[config.mk]
export PLATFORM = sky130hd
export DESIGN_NAME = mtsp_memory_command_issue
export DESIGN_NICKNAME = d
export VERILOG_FILES = /design/src/rtl/mtsp_memory_command_issue.sv
export SDC_FILE = /design/constraint.sdc
export NUM_CORES = 1
export LEC_CHECK = 0
export CAP_MARGIN = 20
export CORE_UTILIZATION = 52
export CTS_CLUSTER_DIAMETER = 40
export DETAILED_ROUTE_END_ITERATION = 6
export DONT_BUFFER_PORTS = 1
export GPL_TIMING_DRIVEN = 0
export PLACE_DENSITY = 0.81
export SETUP_SLACK_MARGIN = 0.02
export SYNTH_ARGS = -nofsm -noshare
export SYNTH_HDL_FRONTEND = slang
export SYNTH_SLANG_ARGS = --single-unit
[constraint.sdc]
create_clock -name CLK -period 11.49 [get_ports CLK]
set_input_delay 1.149 -clock CLK [delete_from_list [all_inputs] [get_ports CLK]]
set_output_delay 1.149 -clock CLK [all_outputs]
set_load 0.01 [all_outputs]
[src/rtl/mtsp_memory_command_issue.sv]
// mtsp_memory_command_issue: expands a block request into packed 128-bit memory commands queued in an output FIFO.
// Optional MTSP_MEMCMD_ISSUE_STAT_EN adds stat_issued/stat_stall counters.
module mtsp_memory_command_issue #(
    parameter int FIFO_DEPTH = 4
) (
    input  logic         CLK,
    input  logic         nRST,
    input  logic         req_valid,
    output logic         req_ready,
    input  logic [3:0]   req_flags,
    input  logic [11:0]  req_index,
    input  logic [15:0]  req_id,
    input  logic [15:0]  req_count,
    input  logic [15:0]  req_mask,
    input  logic [7:0]   req_stride,
    input  logic [7:0]   req_size,
    input  logic [31:0]  req_pbase,
    input  logic [15:0]  req_lbase,
    input  logic [15:0]  req_gbase,
    output logic         cmd_valid,
    input  logic         cmd_ready,
    output logic [127:0] cmd,
    output logic         busy
`ifdef MTSP_MEMCMD_ISSUE_STAT_EN
    ,
    output logic [31:0]  stat_issued,
    output logic [31:0]  stat_stall
`endif
);
    localparam int AW = $clog2(FIFO_DEPTH);
    typedef enum logic {IDLE, ISSUE} state_t;
    state_t state, state_nxt;
    logic [3:0]   flags_q;
    logic [11:0]  index_q;
    logic [15:0]  id_q, remain_q, mask_q, lbase_q, gbase_q;
    logic [7:0]   stride_q, size_q;
    logic [31:0]  pbase_q;
    logic [127:0] mem [FIFO_DEPTH];
    logic [AW-1:0] wr_ptr, rd_ptr;
    logic [AW:0]  count;
    logic full, empty, accept, push, pop;
    assign full   = count == (AW+1)'(FIFO_DEPTH);
    assign empty  = count == '0;
    assign accept = req_valid & req_ready;
    assign push   = (state == ISSUE) & !full;
    assign pop    = cmd_valid & cmd_ready;
    always_ff @(posedge CLK) begin
        if (!nRST) state <= IDLE;
        else       state <= state_nxt;
    end
    // The push that consumes the last remaining command returns to IDLE on the same edge.
    always_comb begin
        state_nxt = (state == IDLE) ? ((accept && req_count != '0) ? ISSUE : IDLE)
                                    : ((push && remain_q == 16'd1) ? IDLE : ISSUE);
    end
    always_comb begin
        req_ready = state == IDLE;
        cmd_valid = !empty;
        cmd       = empty ? '0 : mem[rd_ptr];
        busy      = (state == ISSUE) | !empty;
    end
    always_ff @(posedge CLK) begin
        if (!nRST) begin
            flags_q  <= '0;
            index_q  <= '0;
            id_q     <= '0;
            remain_q <= '0;
            mask_q   <= '0;
            stride_q <= '0;
            size_q   <= '0;
            pbase_q  <= '0;
            lbase_q  <= '0;
            gbase_q  <= '0;
        end else if (accept) begin
            flags_q  <= req_flags;
            index_q  <= req_index;
            id_q     <= req_id;
            remain_q <= req_count;
            mask_q   <= req_mask;
            stride_q <= req_stride;
            size_q   <= req_size;
            pbase_q  <= req_pbase;
            lbase_q  <= req_lbase;
            gbase_q  <= req_gbase;
        end else if (push) begin
            id_q     <= id_q + 16'd1;
            remain_q <= remain_q - 16'd1;
        end
    end
    always_ff @(posedge CLK) begin
        if (push) mem[wr_ptr] <= {lbase_q, gbase_q, pbase_q, stride_q, size_q, mask_q, flags_q, index_q, id_q};
    end
    always_ff @(posedge CLK) begin
        if (!nRST) begin
            wr_ptr <= '0;
            rd_ptr <= '0;
            count  <= '0;
        end else begin
            wr_ptr <= wr_ptr + AW'(push);
            rd_ptr <= rd_ptr + AW'(pop);
            count  <= count + (AW+1)'(push) - (AW+1)'(pop);
        end
    end
`ifdef MTSP_MEMCMD_ISSUE_STAT_EN
    always_ff @(posedge CLK) begin
        if (!nRST) begin
            stat_issued <= '0;
            stat_stall  <= '0;
        end else begin
            stat_issued <= stat_issued + 32'(pop);
            stat_stall  <= stat_stall + 32'((state == ISSUE) & full);
        end
    end
`endif
endmodule

==> flow_summary.html, run 1 <==
<table>
<tr><th>Metric</th><th>Value</th></tr>
<tr><th colspan="2">Yosys</th></tr>
<tr><td>Share of the yosys chip area belonging to registers</td><td>72.9%</td></tr>
<tr><td>Share of async-settable or async-resettable flops after synthesis</td><td>0%</td></tr>
<tr><td>Number of enable-type register cells in the synthesized netlist</td><td>512</td></tr>
<tr><td>Most instantiated cells after synthesis</td><td>sky130_fd_sc_hd__edfxtp_1, sky130_fd_sc_hd__nand2_1, sky130_fd_sc_hd__dfxtp_1, sky130_fd_sc_hd__and2_1, sky130_fd_sc_hd__mux4_2</td></tr>
<tr><td>Cell type with the highest aggregate area in the netlist</td><td>sky130_fd_sc_hd__edfxtp_1</td></tr>
<tr><td>Total of warnings raised by yosys</td><td>0</td></tr>
<tr><td>Area of the mapped netlist</td><td>25300 µm²</td></tr>
<tr><td>Syn Area/Cell</td><td>16.0 µm²</td></tr>
<tr><td>Cells after Synth</td><td>about 1600</td></tr>
<tr><td>Library cells used by synthesis</td><td>52</td></tr>
<tr><td>Synth top area cells</td><td>sky130_fd_sc_hd__edfxtp_1, sky130_fd_sc_hd__dfxtp_1, sky130_fd_sc_hd__mux4_2</td></tr>
<tr><td>Most repeated cell in the gate-level netlist after synthesis</td><td>sky130_fd_sc_hd__edfxtp_1</td></tr>
<tr><td>Most instantiated flip-flop cell in the synthesis netlist</td><td>sky130_fd_sc_hd__edfxtp_1</td></tr>
<tr><td>Synthesis-stage register bit count</td><td>around 660</td></tr>
<tr><td>Net count after synthesis</td><td>1730</td></tr>
<tr><td>Post-synth top area share</td><td>60.9%</td></tr>
<tr><th colspan="2">Placement</th></tr>
<tr><td>Estimated wirelength of the detail-placed design</td><td>slightly below 40000 µm</td></tr>
<tr><td>Count of port buffers added during placement</td><td>0</td></tr>
<tr><td>Final weighted congestion in routability-driven placement</td><td>0.894</td></tr>
<tr><td>Worst Setup Slack post-DPL</td><td>7.59 ns</td></tr>
<tr><th colspan="2">Power</th></tr>
<tr><td>Power per cell area</td><td>231 nW/µm²</td></tr>
<tr><td>Leakage</td><td>9.74 nW</td></tr>
<tr><td>Switching Power</td><td>0.00193 W</td></tr>
<tr><td>Internal power summed over all cells</td><td>0.00488 W</td></tr>
<tr><td>Sequential share of power</td><td>41.5%</td></tr>
<tr><td>Worst vdd ir</td><td>149 µV</td></tr>
<tr><td>Part of the total power dissipated in the clock network</td><td>between 30% and 40%</td></tr>
<tr><td>Part of the power in combinational logic</td><td>19.9%</td></tr>
<tr><td>Total power</td><td>between 0.006 and 0.007 W</td></tr>
<tr><td>Switching portion of total power</td><td>28.4%</td></tr>
<tr><th colspan="2">Setup path</th></tr>
<tr><td>Top delay family on crit path</td><td>buffers and inverters</td></tr>
<tr><td>Startpoint kind of the worst setup timing path</td><td>flop</td></tr>
<tr><td>Critical-path top delay cell</td><td>sky130_fd_sc_hd__clkbuf_1</td></tr>
<tr><td>Ordered cell list for the critical path</td><td>clkbuf_1 -&gt; clkbuf_1 -&gt; buf_2 -&gt; mux4_2 -&gt; and2_1</td></tr>
<tr><td>Worst reg2reg setup slack</td><td>8.11 ns</td></tr>
<tr><td>Critical path's most frequent cell</td><td>sky130_fd_sc_hd__clkbuf_1</td></tr>
<tr><td>Critical path arrival</td><td>3.27 ns</td></tr>
<tr><td>Reg2reg path depth</td><td>9</td></tr>
<tr><td>Critical Path Sink Type</td><td>output port</td></tr>
<tr><td>Highest cell delay on the worst timing path</td><td>0.70 ns</td></tr>
<tr><td>Type of the worst setup path</td><td>reg -&gt; out</td></tr>
<tr><td>Highest net fanout along the worst path</td><td>10</td></tr>
<tr><td>Critical path destination</td><td>cmd[48]</td></tr>
<tr><td>Critical Path Source</td><td>rd_ptr[0]</td></tr>
<tr><td>Required time worst endpoint</td><td>roughly 10 ns</td></tr>
<tr><td>Cell count along the critical path</td><td>5</td></tr>
<tr><td>CP bufs+invs</td><td>3</td></tr>
<tr><td>Beginning of the worst register-to-register path</td><td>count[1]</td></tr>
<tr><td>Critical R2R Capture</td><td>mem[1][66]</td></tr>
<tr><th colspan="2">GRT</th></tr>
<tr><td>Antenna violations before repair</td><td>6</td></tr>
<tr><td>Number of global-route vias before repair</td><td>approximately 15000</td></tr>
<tr><td>Total global-route track usage</td><td>23.9%</td></tr>
<tr><td>Largest net degree at the start of global routing</td><td>55</td></tr>
<tr><td>Grt total ovfl</td><td>0</td></tr>
<tr><td>First-pass GRT wire length</td><td>around 90000 µm</td></tr>
<tr><th colspan="2">Final layout</th></tr>
<tr><td>Total of fill cells in the finished design</td><td>around 3300</td></tr>
<tr><td>Sequential standard cell area</td><td>18400 µm²</td></tr>
<tr><td>Area taken by multi-input logic gates</td><td>6440 µm²</td></tr>
<tr><td># nets final</td><td>1856</td></tr>
<tr><td>Syn-to-layout area delta</td><td>16.8%</td></tr>
<tr><td>Share of post-route cells with drive strength above 1</td><td>19.1%</td></tr>
<tr><td>Final core utilization</td><td>61.6%</td></tr>
<tr><th colspan="2">Detailed routing</th></tr>
<tr><td>Final WL</td><td>58600 µm</td></tr>
<tr><td>Initial DRC Count</td><td>1217</td></tr>
<tr><td>Vias</td><td>14400</td></tr>
<tr><td>First-pass DRT Iterations</td><td>7</td></tr>
<tr><td>Number of nets still failing antenna checks after routing</td><td>0</td></tr>
<tr><td>Detailed-route wire length per cell</td><td>24.5 µm</td></tr>
<tr><td>Ratio of routed vias to standard cells</td><td>6.01</td></tr>
<tr><td>DRC</td><td>0</td></tr>
<tr><th colspan="2">Timing</th></tr>
<tr><td>Setup WS post-layout</td><td>between 7 and 8 ns</td></tr>
<tr><td>Tmin final</td><td>4.42 ns</td></tr>
<tr><td>Clock tree skew after final layout</td><td>0.0239 ns</td></tr>
<tr><td>Worst-case hold slack</td><td>0.492 ns</td></tr>
<tr><td>Worst slew slack as a fraction of its limit</td><td>27.8%</td></tr>
<tr><td>Actual slew at the worst max-slew pin</td><td>roughly 1.1 ns</td></tr>
<tr><td>Fmax achieved</td><td>226 MHz</td></tr>
<tr><td>Pins Over Slew Limit</td><td>0</td></tr>
<tr><td>RSZ-0062 raised after global routing</td><td>false</td></tr>
<tr><td>Endpoints failing hold</td><td>0</td></tr>
<tr><td>Setup TNS Final</td><td>0 ns</td></tr>
<tr><td>Finish-stage setup viols</td><td>0</td></tr>
<tr><td>Ratio of final minimum period to clock period</td><td>between 30% and 40%</td></tr>
<tr><th colspan="2">Floorplan</th></tr>
<tr><td>Effective utilization at floorplan</td><td>between 50 and 60%</td></tr>
<tr><td>IO Count</td><td>279</td></tr>
<tr><td>Die span in x</td><td>222 µm</td></tr>
<tr><td>Cell row count</td><td>80</td></tr>
<tr><td>Die area</td><td>roughly 49000 µm²</td></tr>
<tr><td>Core area</td><td>47800 µm²</td></tr>
<tr><td>Die span in y</td><td>222 µm</td></tr>
<tr><th colspan="2">Clock network</th></tr>
<tr><td>Post-cts resize count</td><td>0</td></tr>
<tr><td>Number of buffers added for setup after CTS</td><td>0</td></tr>
<tr><td>CTS tree</td><td>done</td></tr>
<tr><td>Largest buffer count on any clock path</td><td>3</td></tr>
<tr><td>Clock tree root driver cell</td><td>sky130_fd_sc_hd__clkbuf_16</td></tr>
<tr><td>Number of buffers added by the clock tree synthesis step</td><td>84</td></tr>
<tr><td>CTS H-Tree Depth</td><td>3</td></tr>
<tr><td>Clock slew at reported path FFs</td><td>0.06 ns</td></tr>
<tr><td>CTS Sinks</td><td>664</td></tr>
<tr><td>Number of hold buffers added after CTS</td><td>0</td></tr>
<tr><td>Clock insertion delay at the later pin of the skew report</td><td>0.62 ns</td></tr>
<tr><th colspan="2">Worst hold path</th></tr>
<tr><td>Path class of the lowest-slack min-delay path</td><td>reg -&gt; reg</td></tr>
<tr><th colspan="2">Run status</th></tr>
<tr><td>Run status</td><td>finished, final reports clean</td></tr>
<tr><th colspan="2">Job</th></tr>
<tr><td>Number of violations of the max-capacitance limit</td><td>0</td></tr>
</table>
==> power groups by stage <==
stage                     clock (W)  sequential, W  combinational [W]
after floorplan                   0        0.00288           0.000968
after global placement            0        0.00292            0.00130
after detailed placement          0        0.00288            0.00137
after CTS                   0.00267        0.00283            0.00138
after global routing        0.00276        0.00284            0.00146
final                       0.00263        0.00283            0.00136
==> area by class of cell <==
type                            count  share of cell area [%]
Multi-Input combinational cell    805                    21.8
Tap cell                          615                    2.61
Buffer                             97                    1.30
Inverter                           10                   0.127
Sequential cell                   664                    62.4
Timing Repair Buffer               40                    1.96
Clock buffer                      105                    7.64
Clock inverter                     53                    2.06
Antenna cell                        2                  0.0170
==> worst min path at each step <==
stage / startpoint / end / slack, ns / depth (start not counted)
finish: stride_q[7] / stride_q[7] / 0.49 / 2
global route: gbase_q[9] / mem[0][105] / 0.52 / 0
CTS: pbase_q[17] / mem[1][81] / 0.49 / 0
detailed placement: pbase_q[6] / mem[2][70] / 0.48 / 0
global placement: size_q[3] / mem[1][51] / 0.47 / 0
floorplan: gbase_q[4] / mem[0][100] / 0.46 / 0
==> worst reg2reg max path, cell delays in order (launching register included) <==
cell and delay [ns]:
sky130_fd_sc_hd__dfxtp_1 0.40, sky130_fd_sc_hd__or3b_2 0.15, sky130_fd_sc_hd__clkbuf_1 0.43, sky130_fd_sc_hd__nand2_2 0.29, sky130_fd_sc_hd__inv_2 0.23, sky130_fd_sc_hd__buf_2 0.26, sky130_fd_sc_hd__nand2_1 0.13, sky130_fd_sc_hd__nor2_4 0.60
sky130_fd_sc_hd__buf_12 0.31, sky130_fd_sc_hd__buf_12 0.24
==> per-layer routing <==
metal  up-vias  GRT usage (%)  wire, µm
met5         -              0        46
met3       131           5.83      5060
met1      7289           30.7     22800
met2       685           39.6     29100
met4         6           9.21      1620
li1       6270              -         -
==> registers in the layout, summed over array words and instances, names as in the netlist <==
signal,flops
mem,512
pbase_q,32
gbase_q,16
id_q,16
lbase_q,16
mask_q,16
remain_q,16
index_q,12
size_q,8
stride_q,8
flags_q,4
count,3
rd_ptr,2
wr_ptr,2
state,1
==> cells in the final DEF, fill, tap and decap left out, drive strengths merged, types with 3 or more instances in the layout <==
master,count
and3,3
clkinv,18
o31a,3
nor4,6
inv,32
nand2,254
clkinvlp,7
nor3,6
o311ai,6
a22oi,4
o21ai,19
nand3,16
ha,5
o211ai,5
bufinv,6
or3,11
a31oi,15
or4,7
nand4,9
nor2,12
xnor2,3
clkbuf,182
dfxtp,152
and2,134
edfxtp,512
mux4,128
buf,60
xor2,5
a21oi,126
==> through the flow <==
| stage | area (µm²) | cells |
|---|---|---|
| 2_1_floorplan | 25300 | 1576 |
| 3_3_place_gp | 26000 | 2191 |
| 3_5_place_dp | 26600 | 2231 |
| 4_1_cts | 29500 | 2389 |
| 5_1_grt | 29500 | 2390 |
| 6_report | 29500 | 2391 |
==> kinds of logic (layout without fill, tap and decap cells) <==
group / Yosys count / count (layout) / share of synthesized area (%)
multiplexers: 130 / 130 / 11.5
AND/OR/NAND/NOR: 469 / 469 / 9.01
XOR/XNOR: 8 / 8 / 0.277
other: 0 / 2 / 0
buffers and inverters: 107 / 305 / 1.67
adder cells (fa/ha/maj): 6 / 6 / 0.327
flip-flops: 664 / 664 / 72.9
AO/OA/AOI/OAI: 192 / 192 / 4.30
(Power assumes the default switching activity.)
==> run 2: changes to the inputs <==
Settings changed: ABC_AREA set to 1.
Clock period 11.49 ns to 3.7 ns, I/O delays scaled along.
==> run 2 against run 1 <==
The flow now finishes with violations (DRC). Clock power rose to 3.2 times the previous value. Global-route usage is 5.7 points higher. Setup slack lost 6.6 ns. Critical path type unchanged.
==> flow_summary.html, run 2 <==
<table>
<tr><th>Metric</th><th>Value</th></tr>
<tr><th colspan="2">Run status</th></tr>
<tr><td>Run status</td><td>complete, but fails checks</td></tr>
<tr><td>Violated checks</td><td>DRC</td></tr>
<tr><th colspan="2">Setup path</th></tr>
<tr><td>Beginning of the worst register-to-register path</td><td>count[1]</td></tr>
<tr><td>Ordered cell list for the critical path</td><td>nor3_2 -&gt; buf_2 -&gt; clkbuf_1 -&gt; a21oi_1</td></tr>
<tr><td>Highest cell delay on the worst timing path</td><td>0.54 ns (-0.16 ns)</td></tr>
<tr><td>Reg2reg path depth</td><td>9 (unchanged)</td></tr>
<tr><td>Critical Path Source</td><td>count[2]</td></tr>
<tr><td>Critical path destination</td><td>cmd[101]</td></tr>
<tr><td>Required time worst endpoint</td><td>3.33 ns (-7.01 ns)</td></tr>
<tr><td>Critical Path Sink Type</td><td>output port</td></tr>
<tr><td>CP bufs+invs</td><td>2 (-1)</td></tr>
<tr><td>Critical-path top delay cell</td><td>sky130_fd_sc_hd__nor3_2</td></tr>
<tr><td>Highest net fanout along the worst path</td><td>10 (unchanged)</td></tr>
<tr><td>Critical path arrival</td><td>2.86 ns (-0.41 ns)</td></tr>
<tr><td>Critical R2R Capture</td><td>mem[2][82]</td></tr>
<tr><td>Top delay family on crit path</td><td>buffers and inverters</td></tr>
<tr><td>Startpoint kind of the worst setup timing path</td><td>flop</td></tr>
<tr><td>Worst reg2reg setup slack</td><td>0.93 ns (-7.18 ns)</td></tr>
<tr><td>Type of the worst setup path</td><td>reg -&gt; out</td></tr>
<tr><td>Cell count along the critical path</td><td>4 (-1)</td></tr>
<tr><th colspan="2">Yosys</th></tr>
<tr><td>Synthesis-stage register bit count</td><td>664 (unchanged)</td></tr>
<tr><td>Most instantiated flip-flop cell in the synthesis netlist</td><td>sky130_fd_sc_hd__edfxtp_1</td></tr>
<tr><td>Cells after Synth</td><td>2414 (+53%)</td></tr>
<tr><td>Number of enable-type register cells in the synthesized netlist</td><td>512 (unchanged)</td></tr>
<tr><td>Syn Area/Cell</td><td>10.8 µm² (-33%)</td></tr>
<tr><td>Area of the mapped netlist</td><td>26100 µm² (+3.2%)</td></tr>
<tr><td>Most repeated cell in the gate-level netlist after synthesis</td><td>sky130_fd_sc_hd__nor2_1</td></tr>
<tr><td>Share of async-settable or async-resettable flops after synthesis</td><td>0% (unchanged)</td></tr>
<tr><td>Cell type with the highest aggregate area in the netlist</td><td>sky130_fd_sc_hd__edfxtp_1</td></tr>
<tr><td>Net count after synthesis</td><td>2568 (+48%)</td></tr>
<tr><td>Library cells used by synthesis</td><td>38 (-27%)</td></tr>
<tr><td>Most instantiated cells after synthesis</td><td>sky130_fd_sc_hd__nor2_1, sky130_fd_sc_hd__edfxtp_1, sky130_fd_sc_hd__o21ai_0, sky130_fd_sc_hd__a21oi_1, sky130_fd_sc_hd__dfxtp_1</td></tr>
<tr><td>Post-synth top area share</td><td>59.0% (-1.9 points)</td></tr>
<tr><td>Total of warnings raised by yosys</td><td>0 (unchanged)</td></tr>
<tr><td>Synth top area cells</td><td>sky130_fd_sc_hd__edfxtp_1, sky130_fd_sc_hd__dfxtp_1, sky130_fd_sc_hd__nor2_1</td></tr>
<tr><td>Share of the yosys chip area belonging to registers</td><td>70.7% (-2.3 points)</td></tr>
<tr><th colspan="2">Detailed routing</th></tr>
<tr><td>Ratio of routed vias to standard cells</td><td>5.77 (-4.1%)</td></tr>
<tr><td>Met3 wire length</td><td>7790 µm (+54%)</td></tr>
<tr><td>Detailed-route wire length per cell</td><td>22.3 µm (-8.9%)</td></tr>
<tr><td>Top routing layer in use</td><td>met5</td></tr>
<tr><td>DRC</td><td>4 (+4)</td></tr>
<tr><td>First-pass DRT Iterations</td><td>7 (unchanged)</td></tr>
<tr><td>Initial DRC Count</td><td>2156 (+77%)</td></tr>
<tr><td>Final WL</td><td>76200 µm (+30%)</td></tr>
<tr><td>Vias</td><td>19700 (+37%)</td></tr>
<tr><td>DRT met1 WL</td><td>28000 µm (+23%)</td></tr>
<tr><td>Met2 WL</td><td>37800 µm (+30%)</td></tr>
<tr><td>Number of nets still failing antenna checks after routing</td><td>0 (unchanged)</td></tr>
<tr><th colspan="2">GRT</th></tr>
<tr><td>Largest net degree at the start of global routing</td><td>19 (-65%)</td></tr>
<tr><td>First-pass GRT wire length</td><td>112000 µm (+28%)</td></tr>
<tr><td>Total global-route track usage</td><td>29.6% (+5.7 points)</td></tr>
<tr><td>Antenna violations before repair</td><td>12 (+6)</td></tr>
<tr><td>Grt total ovfl</td><td>0 (unchanged)</td></tr>
<tr><td>Number of global-route vias before repair</td><td>19400 (+32%)</td></tr>
<tr><th colspan="2">Placement</th></tr>
<tr><td>Estimated wirelength of the detail-placed design</td><td>49100 µm (+26%)</td></tr>
<tr><td>Final weighted congestion in routability-driven placement</td><td>0.914 (+2.2%)</td></tr>
<tr><td>Total placed instance area</td><td>27700 µm² (+4.2%)</td></tr>
<tr><td>Cells after DPL</td><td>3114 (+40%)</td></tr>
<tr><td>Worst Setup Slack post-DPL</td><td>0.953 ns (-6.64 ns)</td></tr>
<tr><td>Count of port buffers added during placement</td><td>0 (unchanged)</td></tr>
<tr><th colspan="2">Clock network</th></tr>
<tr><td>Clock slew at reported path FFs</td><td>0.06 ns (about the same)</td></tr>
<tr><td>Post-cts resize count</td><td>0 (unchanged)</td></tr>
<tr><td>Largest buffer count on any clock path</td><td>3 (unchanged)</td></tr>
<tr><td>CTS tree</td><td>done</td></tr>
<tr><td>Clock insertion delay at the later pin of the skew report</td><td>0.62 ns (about the same)</td></tr>
<tr><td>Number of buffers added by the clock tree synthesis step</td><td>86 (+2.4%)</td></tr>
<tr><td>Number of buffers added for setup after CTS</td><td>0 (unchanged)</td></tr>
<tr><td>CTS H-Tree Depth</td><td>3 (unchanged)</td></tr>
<tr><td>Clock tree root driver cell</td><td>sky130_fd_sc_hd__clkbuf_16</td></tr>
<tr><td>CTS Sinks</td><td>664 (unchanged)</td></tr>
<tr><th colspan="2">Final layout</th></tr>
<tr><td># nets final</td><td>2817 (+52%)</td></tr>
<tr><td>Final non-filler cell area</td><td>32000 µm² (+8.4%)</td></tr>
<tr><td>Area taken by multi-input logic gates</td><td>6790 µm² (+5.4%)</td></tr>
<tr><td>Final core utilization</td><td>65.1% (+3.4 points)</td></tr>
<tr><td>Syn-to-layout area delta</td><td>22.7%</td></tr>
<tr><td>Sequential standard cell area</td><td>18400 µm² (about the same)</td></tr>
<tr><td>Commonest non-fill, non-tap cell in the layout</td><td>sky130_fd_sc_hd__nor2_1</td></tr>
<tr><td>Total of fill cells in the finished design</td><td>3553 (+7.0%)</td></tr>
<tr><td>Share of post-route cells with drive strength above 1</td><td>9.80% (-9.3 points)</td></tr>
<tr><td>Registers with the most flip-flops</td><td>mem: 512 flops, pbase_q: 32 flops</td></tr>
<tr><td>Cell Count, Final, Fillers Out</td><td>3410 (+43%)</td></tr>
<tr><td>Flip-flop count of the largest register, all copies and words added</td><td>512 (unchanged)</td></tr>
<tr><td>Most used cells in the layout excluding fill and tap cells</td><td>sky130_fd_sc_hd__nor2_1, sky130_fd_sc_hd__edfxtp_1, sky130_fd_sc_hd__o21ai_0, sky130_fd_sc_hd__a21oi_1, sky130_fd_sc_hd__dfxtp_1</td></tr>
<tr><td>Register containing the most flip-flops in the final layout</td><td>mem</td></tr>
<tr><th colspan="2">Floorplan</th></tr>
<tr><td>Die span in y</td><td>226 µm (+1.6%)</td></tr>
<tr><td>Die area</td><td>51000 µm² (+3.2%)</td></tr>
<tr><td>Cell row count</td><td>81 (+1.3%)</td></tr>
<tr><td>Core area</td><td>49200 µm² (+2.7%)</td></tr>
<tr><td>Effective utilization at floorplan</td><td>53.0% (+0.24 points)</td></tr>
<tr><td>Die span in x</td><td>226 µm (+1.6%)</td></tr>
<tr><td>IO Count</td><td>279 (unchanged)</td></tr>
<tr><th colspan="2">Job</th></tr>
<tr><td>Number of violations of the max-capacitance limit</td><td>0 (unchanged)</td></tr>
<tr><th colspan="2">Power</th></tr>
<tr><td>Sequential share of power</td><td>39.7% (-1.8 points)</td></tr>
<tr><td>Power per cell area</td><td>704 nW/µm² (+200%)</td></tr>
<tr><td>Internal power summed over all cells</td><td>0.0151 W (+210%)</td></tr>
<tr><td>Worst vdd ir</td><td>363 µV (+140%)</td></tr>
<tr><td>Switching portion of total power</td><td>32.9% (+4.5 points)</td></tr>
<tr><td>Leakage</td><td>11.5 nW (+18%)</td></tr>
<tr><td>Total power</td><td>0.0225 W (+230%)</td></tr>
<tr><td>Part of the power in combinational logic</td><td>22.6% (+2.7 points)</td></tr>
<tr><td>Part of the total power dissipated in the clock network</td><td>37.7% (-0.9 points)</td></tr>
<tr><td>Switching Power</td><td>0.00741 W (+280%)</td></tr>
<tr><th colspan="2">Timing</th></tr>
<tr><td>Actual slew at the worst max-slew pin</td><td>1.04 ns (-0.0407 ns)</td></tr>
<tr><td>RSZ-0062 raised after global routing</td><td>false</td></tr>
<tr><td>Setup WS post-layout</td><td>0.465 ns (-6.60 ns)</td></tr>
<tr><td>Finish-stage setup viols</td><td>0 (unchanged)</td></tr>
<tr><td>Tmin final</td><td>3.23 ns</td></tr>
<tr><td>Fmax achieved</td><td>a little over 300 MHz</td></tr>
<tr><td>Endpoints failing hold</td><td>0 (unchanged)</td></tr>
<tr><td>Clock tree skew after final layout</td><td>0.0256 ns (+0.00170 ns)</td></tr>
<tr><td>Pins Over Slew Limit</td><td>0 (unchanged)</td></tr>
<tr><td>Ratio of final minimum period to clock period</td><td>87.4%</td></tr>
<tr><td>Worst slew slack as a fraction of its limit</td><td>30.5% (+2.7 points)</td></tr>
<tr><th colspan="2">Worst hold path</th></tr>
<tr><td>Path class of the lowest-slack min-delay path</td><td>in -&gt; reg</td></tr>
</table>
==> run 2: worst min-delay path by stage <==
stage                     slack, ns  depth (start not counted)            to          start
final                          0.02                          4  remain_q[15]  req_count[15]
after global routing           0.05                          2       id_q[2]      req_id[2]
after CTS                     0.009                          2   remain_q[0]           nRST
after detailed placement       0.48                          0   mem[1][115]     lbase_q[3]
after global placement         0.47                          0    mem[3][83]    pbase_q[19]
after floorplan                0.46                          2   remain_q[1]    remain_q[1]
==> run 2: worst reg2reg max path, stage by stage (launching register included) <==
cell and delay, ns:
sky130_fd_sc_hd__dfxtp_2 0.37, sky130_fd_sc_hd__nor2_1 0.05, sky130_fd_sc_hd__nand2_1 0.12, sky130_fd_sc_hd__nand2_4 0.14, sky130_fd_sc_hd__buf_8 0.19, sky130_fd_sc_hd__nor3_4 0.76, sky130_fd_sc_hd__buf_8 0.29, sky130_fd_sc_hd__buf_16 0.18
sky130_fd_sc_hd__buf_8 0.18, sky130_fd_sc_hd__buf_8 0.17
==> run 2: area by class of cell <==
| cell class | instances | share of cell area [%] |
|---|---|---|
| sequential | 664 | 57.6 |
| buffer | 149 | 2.18 |
| inverter | 57 | 0.677 |
| tap | 664 | 2.60 |
| antenna | 10 | 0.0783 |
| timing repair buffer | 161 | 6.39 |
| multi-input combinational | 1544 | 21.2 |
| clock buffer | 104 | 7.20 |
| clock inverter | 57 | 2.05 |
==> run 2: metrics by stage <==
stage               hold WS, ns  setup TNS [ns]
global placement          0.466        -1520.57
detailed placement        0.482               0
floorplan                 0.457         -263.69
finish                   0.0222               0
global route             0.0491               0
CTS                     0.00861               0
==> run 2: power by group through the flow <==
stage | Clock [W] | Combinational [W] | Sequential, W
global placement | 0 | 0.00461 | 0.00909
finish | 0.00849 | 0.00509 | 0.00894
floorplan | 0 | 0.00311 | 0.00901
detailed placement | 0 | 0.00486 | 0.00907
global route | 0.00885 | 0.00550 | 0.00898
CTS | 0.00852 | 0.00503 | 0.00892
==> run 2: what timing repair did <==
| action | in CTS | in global routing |
|---|---|---|
| hold buffers | 125 | 0 |
| endpoints found under the setup margin | 0 | 0 |
| hold endpoints to repair | 125 | 0 |
==> run 2: logic make-up after synthesis <==
| logic type | count (synthesis) | share of synthesized area [%] |
|---|---|---|
| AND/OR/NAND/NOR | 974 | 14.5 |
| XOR/XNOR | 4 | 0.134 |
| buffers and inverters | 206 | 3.46 |
| flip-flops | 664 | 70.7 |
| adder cells (fa/ha/maj) | 6 | 0.317 |
| AO/OA/AOI/OAI | 560 | 10.9 |
==> run 2: per-layer routing <==
layer,vias to the layer above,track usage (%)
li1,8861,-
met1,9505,36.3
met5,-,0
met3,192,6.73
met2,1099,50.7
met4,6,11.7
